==> config.mk <==
export PLATFORM = sky130hd
export DESIGN_NAME = sram_burst_initiator_flat
export DESIGN_NICKNAME = d
export VERILOG_FILES = /design/src/rtl/sram_burst_initiator_if.sv /design/src/rtl/sram_burst_initiator.sv /design/src/flat_wrapper.sv
export SDC_FILE = /design/constraint.sdc
export NUM_CORES = 1
export LEC_CHECK = 0
export CAP_MARGIN = 0
export CORE_MARGIN = 2
export CORE_UTILIZATION = 27
export CTS_CLUSTER_SIZE = 28
export DETAILED_ROUTE_END_ITERATION = 12
export PLACE_DENSITY = 0.62
export SETUP_SLACK_MARGIN = 0.5
export SLEW_MARGIN = 20
export SYNTH_ARGS = -nofsm -noshare
export SYNTH_HDL_FRONTEND = slang
export SYNTH_SLANG_ARGS = --single-unit
==> constraint.sdc <==
create_clock -name clk -period 3.8 [get_ports clk]
set_input_delay 0.57 -clock clk [delete_from_list [all_inputs] [get_ports clk]]
set_output_delay 0.57 -clock clk [all_outputs]
set_load 0.01 [all_outputs]
==> src/rtl/sram_burst_initiator_if.sv <==
// Handshake bundle between a burst requester and sram_burst_initiator.
//   cmd_*  : burst command (valid/ready), write flag, start address, beats-1
//   wr_*   : write data stream into the initiator (valid/ready)
//   rd_*   : read data stream out of the initiator (valid/ready)
// Modports: master = requester side, slave = initiator side.
interface sram_burst_initiator_if #(
  parameter int BITS       = 64,
  parameter int ADDR_WIDTH = 8,
  parameter int LEN_WIDTH  = 8
);
  logic                  cmd_valid;
  logic                  cmd_ready;
  logic                  cmd_write;
  logic [ADDR_WIDTH-1:0] cmd_addr;
  logic [LEN_WIDTH-1:0]  cmd_len;
  logic                  wr_valid;
  logic                  wr_ready;
  logic [BITS-1:0]       wr_data;
  logic                  rd_valid;
  logic                  rd_ready;
  logic [BITS-1:0]       rd_data;

  modport master (
    output cmd_valid, cmd_write, cmd_addr, cmd_len, wr_valid, wr_data, rd_ready,
    input  cmd_ready, wr_ready, rd_valid, rd_data
  );

  modport slave (
    input  cmd_valid, cmd_write, cmd_addr, cmd_len, wr_valid, wr_data, rd_ready,
    output cmd_ready, wr_ready, rd_valid, rd_data
  );
endinterface

==> src/rtl/sram_burst_initiator.sv <==
// Burst initiator for one read/write port of a single-clock fakeram SRAM.
// Ports:
//   clk, rst_n      : clock, asynchronous active-low reset
//   bus (slave)     : cmd/wr/rd valid-ready streams (see sram_burst_initiator_if)
//   busy            : burst in progress
//   done            : 1-cycle pulse on the final beat of a burst
//   err             : 1-cycle pulse on a rejected burst (optional feature only)
//   mem_ce/mem_we   : SRAM chip/write enable, never X
//   mem_addr/mem_wd : SRAM address / write data, held between accesses
//   mem_rd          : SRAM read data, valid the cycle after a read access
// Optional feature macro: INITIATOR_WRAP_ERR_EN -- when defined, commands whose
// span runs past WORD_DEPTH-1 are accepted, then rejected with done+err and no
// SRAM access; otherwise such bursts wrap to address 0.
module sram_burst_initiator #(
  parameter int BITS       = 64,
  parameter int WORD_DEPTH = 256,
  parameter int ADDR_WIDTH = 8,
  parameter int LEN_WIDTH  = 8
) (
  input  logic                  clk,
  input  logic                  rst_n,
  sram_burst_initiator_if.slave bus,
  output logic                  busy,
  output logic                  done,
  output logic                  err,
  output logic                  mem_ce,
  output logic                  mem_we,
  output logic [ADDR_WIDTH-1:0] mem_addr,
  output logic [BITS-1:0]       mem_wd,
  input  logic [BITS-1:0]       mem_rd
);

  typedef enum logic [2:0] {IDLE, WRITE, READ, DRAIN, REJECT} state_t;

  state_t                state_q, state_d;
  logic [ADDR_WIDTH-1:0] addr_q, addr_hold_q, addr_inc;
  logic [LEN_WIDTH-1:0]  beat_cnt_q, pop_cnt_q;
  logic [BITS-1:0]       wd_hold_q;
  logic [BITS-1:0]       rsp_buf_q [2];
  logic                  wr_ptr_q, rd_ptr_q, inflight_q;
  logic [1:0]            fill_q;
  logic                  take_cmd, push, pop, issue_ok, access, write_access;
  logic                  cmd_rdy, wr_rdy, reject;
  logic [2:0]            credit_used;

  assign addr_inc = (addr_q == ADDR_WIDTH'(WORD_DEPTH - 1)) ? '0 : addr_q + ADDR_WIDTH'(1);

  // A read issued last cycle lands in the buffer this cycle. Counting the
  // current pop as a returned credit keeps 1 beat/clk with only two entries.
  assign push        = inflight_q;
  assign pop         = (fill_q != 2'd0) && bus.rd_ready;
  assign credit_used = {1'b0, fill_q} + {2'b00, inflight_q} - {2'b00, pop};
  assign issue_ok    = credit_used < 3'd2;

  assign bus.rd_valid  = (fill_q != 2'd0);
  assign bus.rd_data   = rsp_buf_q[rd_ptr_q];
  assign bus.cmd_ready = cmd_rdy & rst_n;
  assign bus.wr_ready  = wr_rdy;
  assign busy          = (state_q != IDLE);

`ifdef INITIATOR_WRAP_ERR_EN
  localparam int SUM_W = ((ADDR_WIDTH > LEN_WIDTH) ? ADDR_WIDTH : LEN_WIDTH) + 1;
  logic [SUM_W-1:0] span_end;
  assign span_end = SUM_W'(bus.cmd_addr) + SUM_W'(bus.cmd_len);
  assign reject   = (span_end > SUM_W'(WORD_DEPTH - 1));
`else
  assign reject = 1'b0;
`endif

  always_comb begin
    state_d      = state_q;
    cmd_rdy      = 1'b0;
    wr_rdy       = 1'b0;
    take_cmd     = 1'b0;
    access       = 1'b0;
    write_access = 1'b0;
    done         = 1'b0;
    err          = 1'b0;
    case (state_q)
      IDLE: begin
        cmd_rdy = 1'b1;
        if (bus.cmd_valid) begin
          take_cmd = 1'b1;
          if (reject)             state_d = REJECT;
          else if (bus.cmd_write) state_d = WRITE;
          else                    state_d = READ;
        end
      end
      WRITE: begin
        wr_rdy = 1'b1;
        if (bus.wr_valid) begin
          access       = 1'b1;
          write_access = 1'b1;
          if (beat_cnt_q == '0) begin
            done    = 1'b1;
            state_d = IDLE;
          end
        end
      end
      READ: begin
        if (issue_ok) begin
          access = 1'b1;
          if (beat_cnt_q == '0) state_d = DRAIN;
        end
      end
      DRAIN: begin
        if (pop && (pop_cnt_q == '0)) begin
          done    = 1'b1;
          state_d = IDLE;
        end
      end
      REJECT: begin
        done = 1'b1;
`ifdef INITIATOR_WRAP_ERR_EN
        err  = 1'b1;
`endif
        state_d = IDLE;
      end
      default: state_d = IDLE;
    endcase
    mem_ce   = access;
    mem_we   = write_access;
    mem_addr = access ? addr_q : addr_hold_q;
    mem_wd   = write_access ? bus.wr_data : wd_hold_q;
  end

  always_ff @(posedge clk or negedge rst_n) begin
    if (!rst_n) begin
      state_q      <= IDLE;
      addr_q       <= '0;
      addr_hold_q  <= '0;
      beat_cnt_q   <= '0;
      pop_cnt_q    <= '0;
      wd_hold_q    <= '0;
      rsp_buf_q[0] <= '0;
      rsp_buf_q[1] <= '0;
      wr_ptr_q     <= 1'b0;
      rd_ptr_q     <= 1'b0;
      inflight_q   <= 1'b0;
      fill_q       <= 2'd0;
    end else begin
      assert (!(push && !pop && (fill_q == 2'd2)));
      state_q    <= state_d;
      inflight_q <= access && !write_access;
      if (take_cmd) begin
        addr_q     <= bus.cmd_addr;
        beat_cnt_q <= bus.cmd_len;
        pop_cnt_q  <= bus.cmd_len;
      end else if (access) begin
        addr_q <= addr_inc;
        if (beat_cnt_q != '0) beat_cnt_q <= beat_cnt_q - LEN_WIDTH'(1);
      end
      if (access)       addr_hold_q <= addr_q;
      if (write_access) wd_hold_q   <= bus.wr_data;
      if (push) begin
        rsp_buf_q[wr_ptr_q] <= mem_rd;
        wr_ptr_q            <= ~wr_ptr_q;
      end
      if (pop) begin
        rd_ptr_q <= ~rd_ptr_q;
        if (pop_cnt_q != '0) pop_cnt_q <= pop_cnt_q - LEN_WIDTH'(1);
      end
      case ({push, pop})
        2'b10:   fill_q <= fill_q + 2'd1;
        2'b01:   fill_q <= fill_q - 2'd1;
        default: fill_q <= fill_q;
      endcase
    end
  end

endmodule

==> src/flat_wrapper.sv <==
// flat-port wrapper written by rule: the top's interface ports become plain ports
module sram_burst_initiator_flat 
#(
  parameter int BITS       = 64,
  parameter int WORD_DEPTH = 256,
  parameter int ADDR_WIDTH = 8,
  parameter int LEN_WIDTH  = 8
)
  (clk, rst_n, busy, done, err, mem_ce, mem_we, mem_addr, mem_wd, mem_rd, bus_cmd_valid, bus_cmd_write, bus_cmd_addr, bus_cmd_len, bus_wr_valid, bus_wr_data, bus_rd_ready, bus_cmd_ready, bus_wr_ready, bus_rd_valid, bus_rd_data);
  sram_burst_initiator_if #(.BITS(BITS), .ADDR_WIDTH(ADDR_WIDTH), .LEN_WIDTH(LEN_WIDTH)) bus_i ();
  input  logic clk;
  input  logic rst_n;
  output logic busy;
  output logic done;
  output logic err;
  output logic mem_ce;
  output logic mem_we;
  output logic [ADDR_WIDTH-1:0] mem_addr;
  output logic [BITS-1:0] mem_wd;
  input  logic [BITS-1:0] mem_rd;
  input wire logic [$bits(bus_i.cmd_valid)-1:0] bus_cmd_valid;
  input wire logic [$bits(bus_i.cmd_write)-1:0] bus_cmd_write;
  input wire logic [$bits(bus_i.cmd_addr)-1:0] bus_cmd_addr;
  input wire logic [$bits(bus_i.cmd_len)-1:0] bus_cmd_len;
  input wire logic [$bits(bus_i.wr_valid)-1:0] bus_wr_valid;
  input wire logic [$bits(bus_i.wr_data)-1:0] bus_wr_data;
  input wire logic [$bits(bus_i.rd_ready)-1:0] bus_rd_ready;
  output wire logic [$bits(bus_i.cmd_ready)-1:0] bus_cmd_ready;
  output wire logic [$bits(bus_i.wr_ready)-1:0] bus_wr_ready;
  output wire logic [$bits(bus_i.rd_valid)-1:0] bus_rd_valid;
  output wire logic [$bits(bus_i.rd_data)-1:0] bus_rd_data;
  assign bus_i.cmd_valid = bus_cmd_valid;
  assign bus_i.cmd_write = bus_cmd_write;
  assign bus_i.cmd_addr = bus_cmd_addr;
  assign bus_i.cmd_len = bus_cmd_len;
  assign bus_i.wr_valid = bus_wr_valid;
  assign bus_i.wr_data = bus_wr_data;
  assign bus_i.rd_ready = bus_rd_ready;
  assign bus_cmd_ready = bus_i.cmd_ready;
  assign bus_wr_ready = bus_i.wr_ready;
  assign bus_rd_valid = bus_i.rd_valid;
  assign bus_rd_data = bus_i.rd_data;
  sram_burst_initiator #(.BITS(BITS), .WORD_DEPTH(WORD_DEPTH), .ADDR_WIDTH(ADDR_WIDTH), .LEN_WIDTH(LEN_WIDTH)) u_core (.clk(clk), .rst_n(rst_n), .bus(bus_i), .busy(busy), .done(done), .err(err), .mem_ce(mem_ce), .mem_we(mem_we), .mem_addr(mem_addr), .mem_wd(mem_wd), .mem_rd(mem_rd));
endmodule
==> results of run 1 <==
-- worst max path at each step --
stage                                  endpoint  cells after the start
after detailed placement                 mem_ce                     10
after CTS                            mem_wd[48]                      7
after global routing      u_core.addr_hold_q[6]                     20
final                     u_core.addr_hold_q[6]                     20
after floorplan                     mem_addr[0]                     10
after global placement                   mem_ce                      9
-- cell families (layout without fill, tap and decap cells) --
kind of cell / count (synthesis) / after routing / synth area share, %
AO/OA/AOI/OAI: 68 / 68 / 4.59
buffers and inverters: 59 / 430 / 2.31
XOR/XNOR: 6 / 6 / 0.514
AND/OR/NAND/NOR: 117 / 117 / 5.73
flip-flops: 231 / 231 / 56.6
other: 1 / 1 / 0.0367
adder cells (fa/ha/maj): 11 / 11 / 1.42
multiplexers: 262 / 262 / 28.8
-- cell usage after synthesis, types with 5 or more instances --
cell,number,area (sq um)
o21ai_0,9,45.0
nor2_1,17,63.8
a31oi_1,8,50.1
clkbuf_1,29,109
a211o_1,5,43.8
nand2_1,45,169
nand3_1,7,35.0
or3_1,7,43.8
ha_1,10,125
nor3_1,7,35.0
buf_2,9,45.0
a21oi_1,16,80.1
inv_1,19,71.3
mux2_2,256,2880
mux2i_1,6,60.1
dfrtp_1,231,5780
nand4_1,5,31.3
-- timing repair --
action                                  in CTS  in global routing
pin swaps                                   10                  2
endpoints found under the setup margin      73                 77
setup buffers                               40                  4
gates resized for setup                     63                 32
hold buffers                                 1                  0
gates cloned                                 3                  2
endpoints found under the hold margin       12                  0
-- per-layer routing --
metal | track usage, % | wire, um | up-vias
li1 | - | - | 3403
met1 | 17.4 | 11700 | 3656
met2 | 22.5 | 12900 | 250
met3 | 5.51 | 2610 | 39
met4 | 2.93 | 516 | 0
met5 | 0 | 0 | -
-- worst max-delay path, stage by stage, from the launching register on --
cell and delay, ns:
dfrtp_2 0.41, o21a_1 0.20, nand2b_1 0.11, inv_2 0.05, fa_2 0.38, xnor2_4 0.17
a41oi_4 0.26, clkinvlp_4 0.19, buf_6 0.14, nand2_1 0.07, nand2_2 0.06, buf_4 0.13
buf_4 0.12, buf_4 0.12, buf_4 0.12, buf_4 0.12, buf_4 0.11, buf_4 0.12
buf_4 0.12, buf_4 0.12, buf_4 0.12
-- layout by cell type (no fill, tap or decap), types with 4 or more instances in the layout --
cell type / instances
a211o_1: 5
a21oi_1: 16
a31oi_1: 8
and2_1: 4
and3_1: 4
buf_2: 4
buf_4: 41
buf_6: 22
clkbuf_1: 12
clkbuf_16: 31
clkbuf_8: 4
clkdlybuf4s50_1: 269
dfrtp_1: 227
dfrtp_2: 4
dlymetal6s2s_1: 12
ha_1: 9
inv_1: 16
mux2_2: 256
mux2i_1: 6
nand2_1: 34
nand2_2: 11
nand3_1: 7
nand4_1: 5
nor2_1: 17
nor3_1: 7
o21ai_0: 9
o31ai_1: 4
or3_1: 7
-- per-stage QoR --
step / hold WS, ns / setup slack, ns
3_3_place_gp: 0.393 / -0.000594
6_report: 0.440 / 0.438
4_1_cts: 0.400 / 0.477
2_1_floorplan: 0.274 / 0.906
3_5_place_dp: 0.394 / -0.0732
5_1_grt: 0.418 / 0.329
-- flip-flops by register name, indices dropped and copies added, names as in the netlist --
register            count
u_core.addr_hold_q      8
u_core.addr_q           8
u_core.beat_cnt_q       8
u_core.fill_q           2
u_core.inflight_q       1
u_core.pop_cnt_q        8
u_core.rd_ptr_q         1
u_core.rsp_buf_q      128
u_core.state_q          2
u_core.wd_hold_q       64
u_core.wr_ptr_q         1
-- layout make-up --
class	count	area (sq um)
fill	3596	22200
multi-input combinational	465	4290
clock buffer	45	826
tap	511	639
inverter	19	76.3
timing repair inverter	1	7.51
clock inverter	6	85.1
sequential	231	5790
timing repair buffer	359	3630
-- power groups by stage --
stage | sequential, mW | combinational [mW] | clock [mW]
after detailed placement | 4.36 | 6.33 | 0
after global routing | 4.47 | 7.52 | 2.86
after floorplan | 4.15 | 3.46 | 0
after CTS | 4.31 | 6.89 | 2.75
after global placement | 4.30 | 6.27 | 0
final | 4.32 | 6.96 | 2.65
==> metrics.csv, run 1 <==
metric,value,unit
CP Max Fanout,4,
WL/cell,17.0,um
Worst setup startpoint,u_core.fill_q[0],
Die Footprint,39400,sq um
Combinational Power Share,50.0,%
pin count of the biggest net entering global routing,144,
Final Cycle Share,88.5,%
placed cell count,1536,
Post-synth EDFFs,0,
reg2reg setup slack,0.44,ns
Total Wirelength,27800,um
I/O Buffers,292,
ANT cells,0,
count of state elements after synthesis,231,
Syn Inst Count,755,
crit path kind,register to register,
grt total ovfl,0,
CP Data Required Time,4.25,ns
yosys warns,0,
deepest clock path buffer count,3,
mapped cell area,10200,sq um
relative slew slack,32.4,%
status,finished clean,
switching share of total power,31.7,%
vias in the first global route,7889,
Async SR Flop Fraction,100,%
Die Wd,199,um
total track usage,13.9,%
first-pass detailed-route iteration total,4,
fraction of layout cells with a size suffix above 1,35.7,%
Layout Utilization,40.9,%
Setup TNS,0,ns
"antenna viol nets, final",0,
CTS tree,yes,
crit path time final,3.36,ns
Die Y,199,um
synthesized net count,916,
Power Density,908,nW/um^2
RSZ-0062 raised after global routing,true,
Hold Fails Final Rpt,0,
Setup crit end kind,register,
cells on worst reg2reg path,20,
placement row count,71,
post-DP HPWL,17800,um
io pins,294,
Critical Path AT,3.81,ns
max-slew violation count,0,
Via Count,7348,
initial antenna violation count,0,
synth unique cells,53,
FF-to-FF Start,u_core.fill_q[0],
placer congestion estimate,0.762,
"non-filler cells, final",1637,
CTS H-tree lvls,1,
clock power share,19.0,%
post-route cell area,15300,sq um
Syn-to-layout area delta,50.1,%
total internal power,9.51,mW
vias per inst,4.49,
DP Area,13800,sq um
CTS Sinks,231,
Max Cap Violations,0,
first-pass GRT wire length,43500,um
Clk Tree Root Cell,clkbuf_16,
actual slew at the worst max-slew pin,1.01,ns
Worst R2R End,u_core.addr_hold_q[6],
sw power,4.41,mW
worst vdd ir,537,uV
register area share after synthesis,56.6,%
Pwr Total,13.9,mW
Final setup viols,0,
HP Class,input port to async pin,
Clock Skew,0.0106,ns
Leakage,6.53,nW
syn_area_per_cell,13.5,sq um
Worst-path clk slew,0.06,ns
CP startpoint kind,register,
nets@finish,1266,
Flop pwr share,31.0,%
core area,37500,sq um
later-pin clock latency in the skew report,0.55,ns
CTS Buf Count,28,
f_max,297,MHz
Post-synth top flop,dfrtp_1,
# DRC,0,
initial drt markers,244,
Initial Util,27.3,%
Note: power is estimated with default switching activity, not from simulation.
==> run 2: changes to the inputs <==
--- a/config.mk
+++ b/config.mk
@@ -12,7 +12,6 @@
 export DETAILED_ROUTE_END_ITERATION = 12
 export PLACE_DENSITY = 0.62
 export SETUP_SLACK_MARGIN = 0.5
-export SLEW_MARGIN = 20
 export SYNTH_ARGS = -nofsm -noshare
 export SYNTH_HDL_FRONTEND = slang
 export SYNTH_SLANG_ARGS = --single-unit
==> metrics.csv, run 2 (synthesized netlist as in run 1, its figures left out) <==
metric,value,unit
Final Cycle Share,88.5,%
Setup TNS,0,ns
total track usage,13.9,%
CP Data Required Time,4.25,ns
met1 wire length,11700,um
Die Wd,199,um
DR top layer,met4,
Worst-path clk slew,0.06,ns
status,finished clean,
later-pin clock latency in the skew report,0.55,ns
post-route cell area,15300,sq um
# DRC,0,
placed cell count,1536,
CP Max Fanout,4,
Syn-to-layout area delta,50.1,%
initial antenna violation count,0,
relative slew slack,32.4,%
Total Wirelength,27800,um
grt total ovfl,0,
post-DP HPWL,17800,um
CTS tree,yes,
Layout Utilization,40.9,%
crit path kind,register to register,
nets@finish,1266,
CP startpoint kind,register,
fraction of layout cells with a size suffix above 1,35.7,%
Hold Fails Final Rpt,0,
crit path time final,3.36,ns
final worst slack,0.438,ns
first-pass detailed-route iteration total,4,
worst vdd ir,537,uV
"leading cell type in the layout, fill and taps excluded",clkdlybuf4s50_1,
max-slew violation count,0,
HP Class,input port to async pin,
Die Y,199,um
Biggest register,u_core.rsp_buf_q,
first-pass GRT wire length,43500,um
met3 WL,2610,um
placement row count,71,
actual slew at the worst max-slew pin,1.01,ns
I/O Buffers,292,
CTS Sinks,231,
WL/cell,17.0,um
Die Footprint,39400,sq um
Critical Path AT,3.81,ns
vias in the first global route,7889,
f_max,297,MHz
deepest clock path buffer count,3,
Power Density,908,nW/um^2
Via Count,7348,
Clock Skew,0.0106,ns
Setup WS pre-CTS,-0.0732,ns
Clk Tree Root Cell,clkbuf_16,
Leakage,6.53,nW
RSZ-0062 raised after global routing,true,
Pwr Total,13.9,mW
pin count of the biggest net entering global routing,144,
most frequent cells in the layout,"269 x clkdlybuf4s50_1, 256 x mux2_2, 227 x dfrtp_1, 42 x buf_4, 34 x nand2_1",
CTS H-tree lvls,1,
initial drt markers,245,
"antenna viol nets, final",0,
DP Area,13800,sq um
worst hold slack,0.439,ns
placer congestion estimate,0.762,
CTS Buf Count,28,
Initial Util,27.3,%
Regs by FF count,"u_core.rsp_buf_q (128), u_core.wd_hold_q (64)",
Setup crit end kind,register,
"non-filler cells, final",1637,
Final setup viols,0,
core area,37500,sq um
ANT cells,0,
met2 wire length,12900,um
vias per inst,4.49,
max FFs per register,128,
Max Cap Violations,0,
io pins,294,
-- run 2: cell counts in the layout (fill, tap and decap cells not counted) --
Identical to the previous run, type by type.
-- run 2: where the power goes --
group	internal [mW]	leakage [nW]	switching, mW	total (mW)
Combinational	4.18	3.32	2.77	6.95
Clock	1.61	0.437	1.04	2.65
Sequential	3.71	2.77	0.604	4.32
Total	9.51	6.53	4.41	13.9
-- run 2: what timing repair did --
action | CTS | global route
hold buffers | 1 | 0
gates resized for setup | 63 | 32
buffers inserted | 40 | 4
hold endpoints to repair | 12 | 0
pin swaps | 10 | 2
cloned | 3 | 2
endpoints found under the setup margin | 73 | 77
-- run 2: final cells by class --
class                           instances  area [sq um]
Sequential cell                       231          5790
Multi-Input combinational cell        465          4290
Inverter                               19          76.3
Fill cell                            3597         22200
Timing Repair Buffer                  359          3620
Clock inverter                          6          85.1
Timing Repair inverter                  1          7.51
Clock buffer                           45           826
Tap cell                              511           639
-- run 2: path summary, 6_finish.rpt --
path	start	to	slack [ns]	cells past startpoint
setup reg to reg	u_core.fill_q[0]	u_core.addr_hold_q[6]	0.44	20
max in group asynchronous	rst_n	u_core.inflight_q	2.12	3
hold / removal	rst_n	u_core.rsp_buf_q[16]	0.44	2
min in group clk	u_core.addr_hold_q[1]	u_core.addr_hold_q[1]	0.47	2
setup / recovery	u_core.fill_q[0]	u_core.addr_hold_q[6]	0.44	20
hold reg to reg	u_core.addr_hold_q[1]	u_core.addr_hold_q[1]	0.47	2
-- run 2: routing by layer --
metal / up-vias / global-route usage (%)
met5: - / 0
met2: 250 / 22.5
li1: 3403 / -
met4: 0 / 2.93
met3: 39 / 5.51
met1: 3656 / 17.4
-- run 2: critical path, cell delays in order, from the launching register on --
cell and delay, ns:
dfrtp_2 0.41, o21a_1 0.20, nand2b_1 0.11, inv_2 0.05
fa_2 0.38, xnor2_4 0.17, a41oi_4 0.26, clkinvlp_4 0.19
buf_6 0.14, nand2_1 0.07, nand2_2 0.06, buf_4 0.13
buf_4 0.12, buf_4 0.12, buf_4 0.12, buf_4 0.12
buf_4 0.11, buf_4 0.12, buf_4 0.12, buf_4 0.12
buf_4 0.12
==> run 3: changes to the inputs <==
--- a/config.mk
+++ b/config.mk
@@ -11,6 +11,7 @@
 export CTS_CLUSTER_SIZE = 28
 export DETAILED_ROUTE_END_ITERATION = 12
 export PLACE_DENSITY = 0.62
+export REMOVE_ABC_BUFFERS = 1
 export SETUP_SLACK_MARGIN = 0.5
 export SYNTH_ARGS = -nofsm -noshare
 export SYNTH_HDL_FRONTEND = slang
==> metrics.csv, run 3 (synthesized netlist as in run 1, its figures left out) <==
metric,value,unit
status,finished clean,
ANT cells,0,
"leading cell type in the layout, fill and taps excluded",clkdlybuf4s50_1,
placer congestion estimate,0.794,
crit path max-delay cell type,dfrtp_2,
CP Data Required Time,3.23,ns
CTS tree,yes,
relative slew slack,33.4,%
Layout Utilization,40.0,%
first-pass GRT wire length,42000,um
# DRC,0,
RSZ-0062 raised after global routing,true,
core area,37500,sq um
Clock Skew,0.0147,ns
Biggest register,u_core.rsp_buf_q,
Setup WS pre-CTS,-0.104,ns
crit path time final,3.32,ns
I/O Buffers,292,
Syn-to-layout area delta,46.9,%
"non-filler cells, final",1605,
actual slew at the worst max-slew pin,0.997,ns
Critical Path AT,2.75,ns
grt total ovfl,0,
area of the multi-input gates,4320,sq um
max FFs per register,128,
Setup TNS,0,ns
nets@finish,1238,
"delay-heaviest family, CP",compound AO/OA/AOI/OAI gates,
crit-path most repeated cell,buf_6,
worst vdd ir,631,uV
CP Max Fanout,3,
most frequent cells in the layout,"279 x clkdlybuf4s50_1, 256 x mux2_2, 227 x dfrtp_1, 29 x clkbuf_16",
Final Cycle Share,87.3,%
Total Wirelength,27500,um
deepest clock path buffer count,3,
pin count of the biggest net entering global routing,115,
Initial Util,27.3,%
Max Cap Violations,0,
final worst slack,0.483,ns
CTS Sinks,231,
Leakage,6.24,nW
total track usage,13.4,%
Power Density,894,nW/um^2
initial antenna violation count,1,
crit path kind,register to primary output,
io pins,294,
first-pass detailed-route iteration total,4,
f_max,301,MHz
storage element area,5790,sq um
Setup crit end kind,primary output,
"antenna viol nets, final",0,
WL/cell,17.1,um
Die Wd,199,um
Clk Tree Root Cell,clkbuf_16,
CTS Buf Count,27,
Worst path max stage delay,0.41,ns
fraction of layout cells with a size suffix above 1,34.8,%
number of fill cells in the layout,3607,
CP startpoint kind,register,
Worst-path clk slew,0.06,ns
Regs by FF count,"u_core.rsp_buf_q (128), u_core.wd_hold_q (64)",
Hold Fails Final Rpt,0,
placed cell count,1535,
placement row count,71,
Die Y,199,um
post-DP HPWL,17800,um
Final setup viols,0,
HP Class,register to register,
max-slew violation count,0,
vias in the first global route,7700,
vias per inst,4.50,
later-pin clock latency in the skew report,0.55,ns
initial drt markers,247,
worst hold slack,0.480,ns
Die Footprint,39400,sq um
Via Count,7225,
CP cell instances,o21a_1 -> nand2b_1 -> inv_2 -> fa_2 -> xnor2_4 -> a41oi_4 -> buf_6 -> buf_6 -> nand2_2 -> nand2_2 -> buf_6,
CTS H-tree lvls,1,
Bufs and invs on worst path,4,
[run 3: power breakdown]
| group | internal (mW) | total, mW | switching, mW |
|---|---|---|---|
| registers | 3.71 | 4.34 | 0.627 |
| clock network | 1.36 | 2.38 | 1.02 |
| logic | 4.01 | 6.71 | 2.70 |
| total | 9.08 | 13.4 | 4.34 |
[run 3: worst paths after layout]
kind / slack, ns / start / to / cells past startpoint
setup / recovery: 0.48 / u_core.fill_q[0] / mem_addr[0] / 11
hold / removal: 0.48 / u_core.addr_hold_q[4] / u_core.addr_hold_q[4] / 2
setup reg to reg: 0.93 / u_core.fill_q[0] / u_core.beat_cnt_q[4] / 11
hold reg to reg: 0.48 / u_core.addr_hold_q[4] / u_core.addr_hold_q[4] / 2
max in group asynchronous: 2.24 / rst_n / u_core.fill_q[0] / 3
min in group asynchronous: 0.51 / rst_n / u_core.rsp_buf_q[52] / 2
[run 3: metal layers]
layer | routed length [um] | vias to the layer above | track usage, %
met5 | 11 | - | 0
met4 | 533 | 2 | 3.34
met3 | 2370 | 40 | 4.85
met2 | 13200 | 209 | 22.7
met1 | 11400 | 3621 | 16.2
li1 | - | 3353 | -
[run 3: through the flow]
stage,cell area [sq um],total power [mW]
2_1_floorplan,10100,7.57
3_3_place_gp,13800,10.6
3_5_place_dp,13800,10.7
4_1_cts,14800,13.3
5_1_grt,15000,14.3
6_report,15000,13.4
[run 3: cell type report]
cell class / instances / area share, %
Tap cell: 511 / 4.26
Multi-Input combinational cell: 465 / 28.8
Inverter: 19 / 0.525
Timing Repair Buffer: 333 / 22.6
Sequential cell: 231 / 38.6
Clock buffer: 40 / 5.03
Clock inverter: 6 / 0.242
[run 3: tightest hold or removal path: stages, from the launching register on]
cell	delay [ns]
dfrtp_1	0.34
nand2_2	0.05
nand2_2	0.06
[run 3: repair_timing]
item,4_1_cts,5_1_grt
hold buffers,1,0
hold endpoints to repair,36,0
setup buffers,13,6
resized for setup,49,45
endpoints found under the setup margin,71,70
pin swaps,3,19
gates cloned,2,2
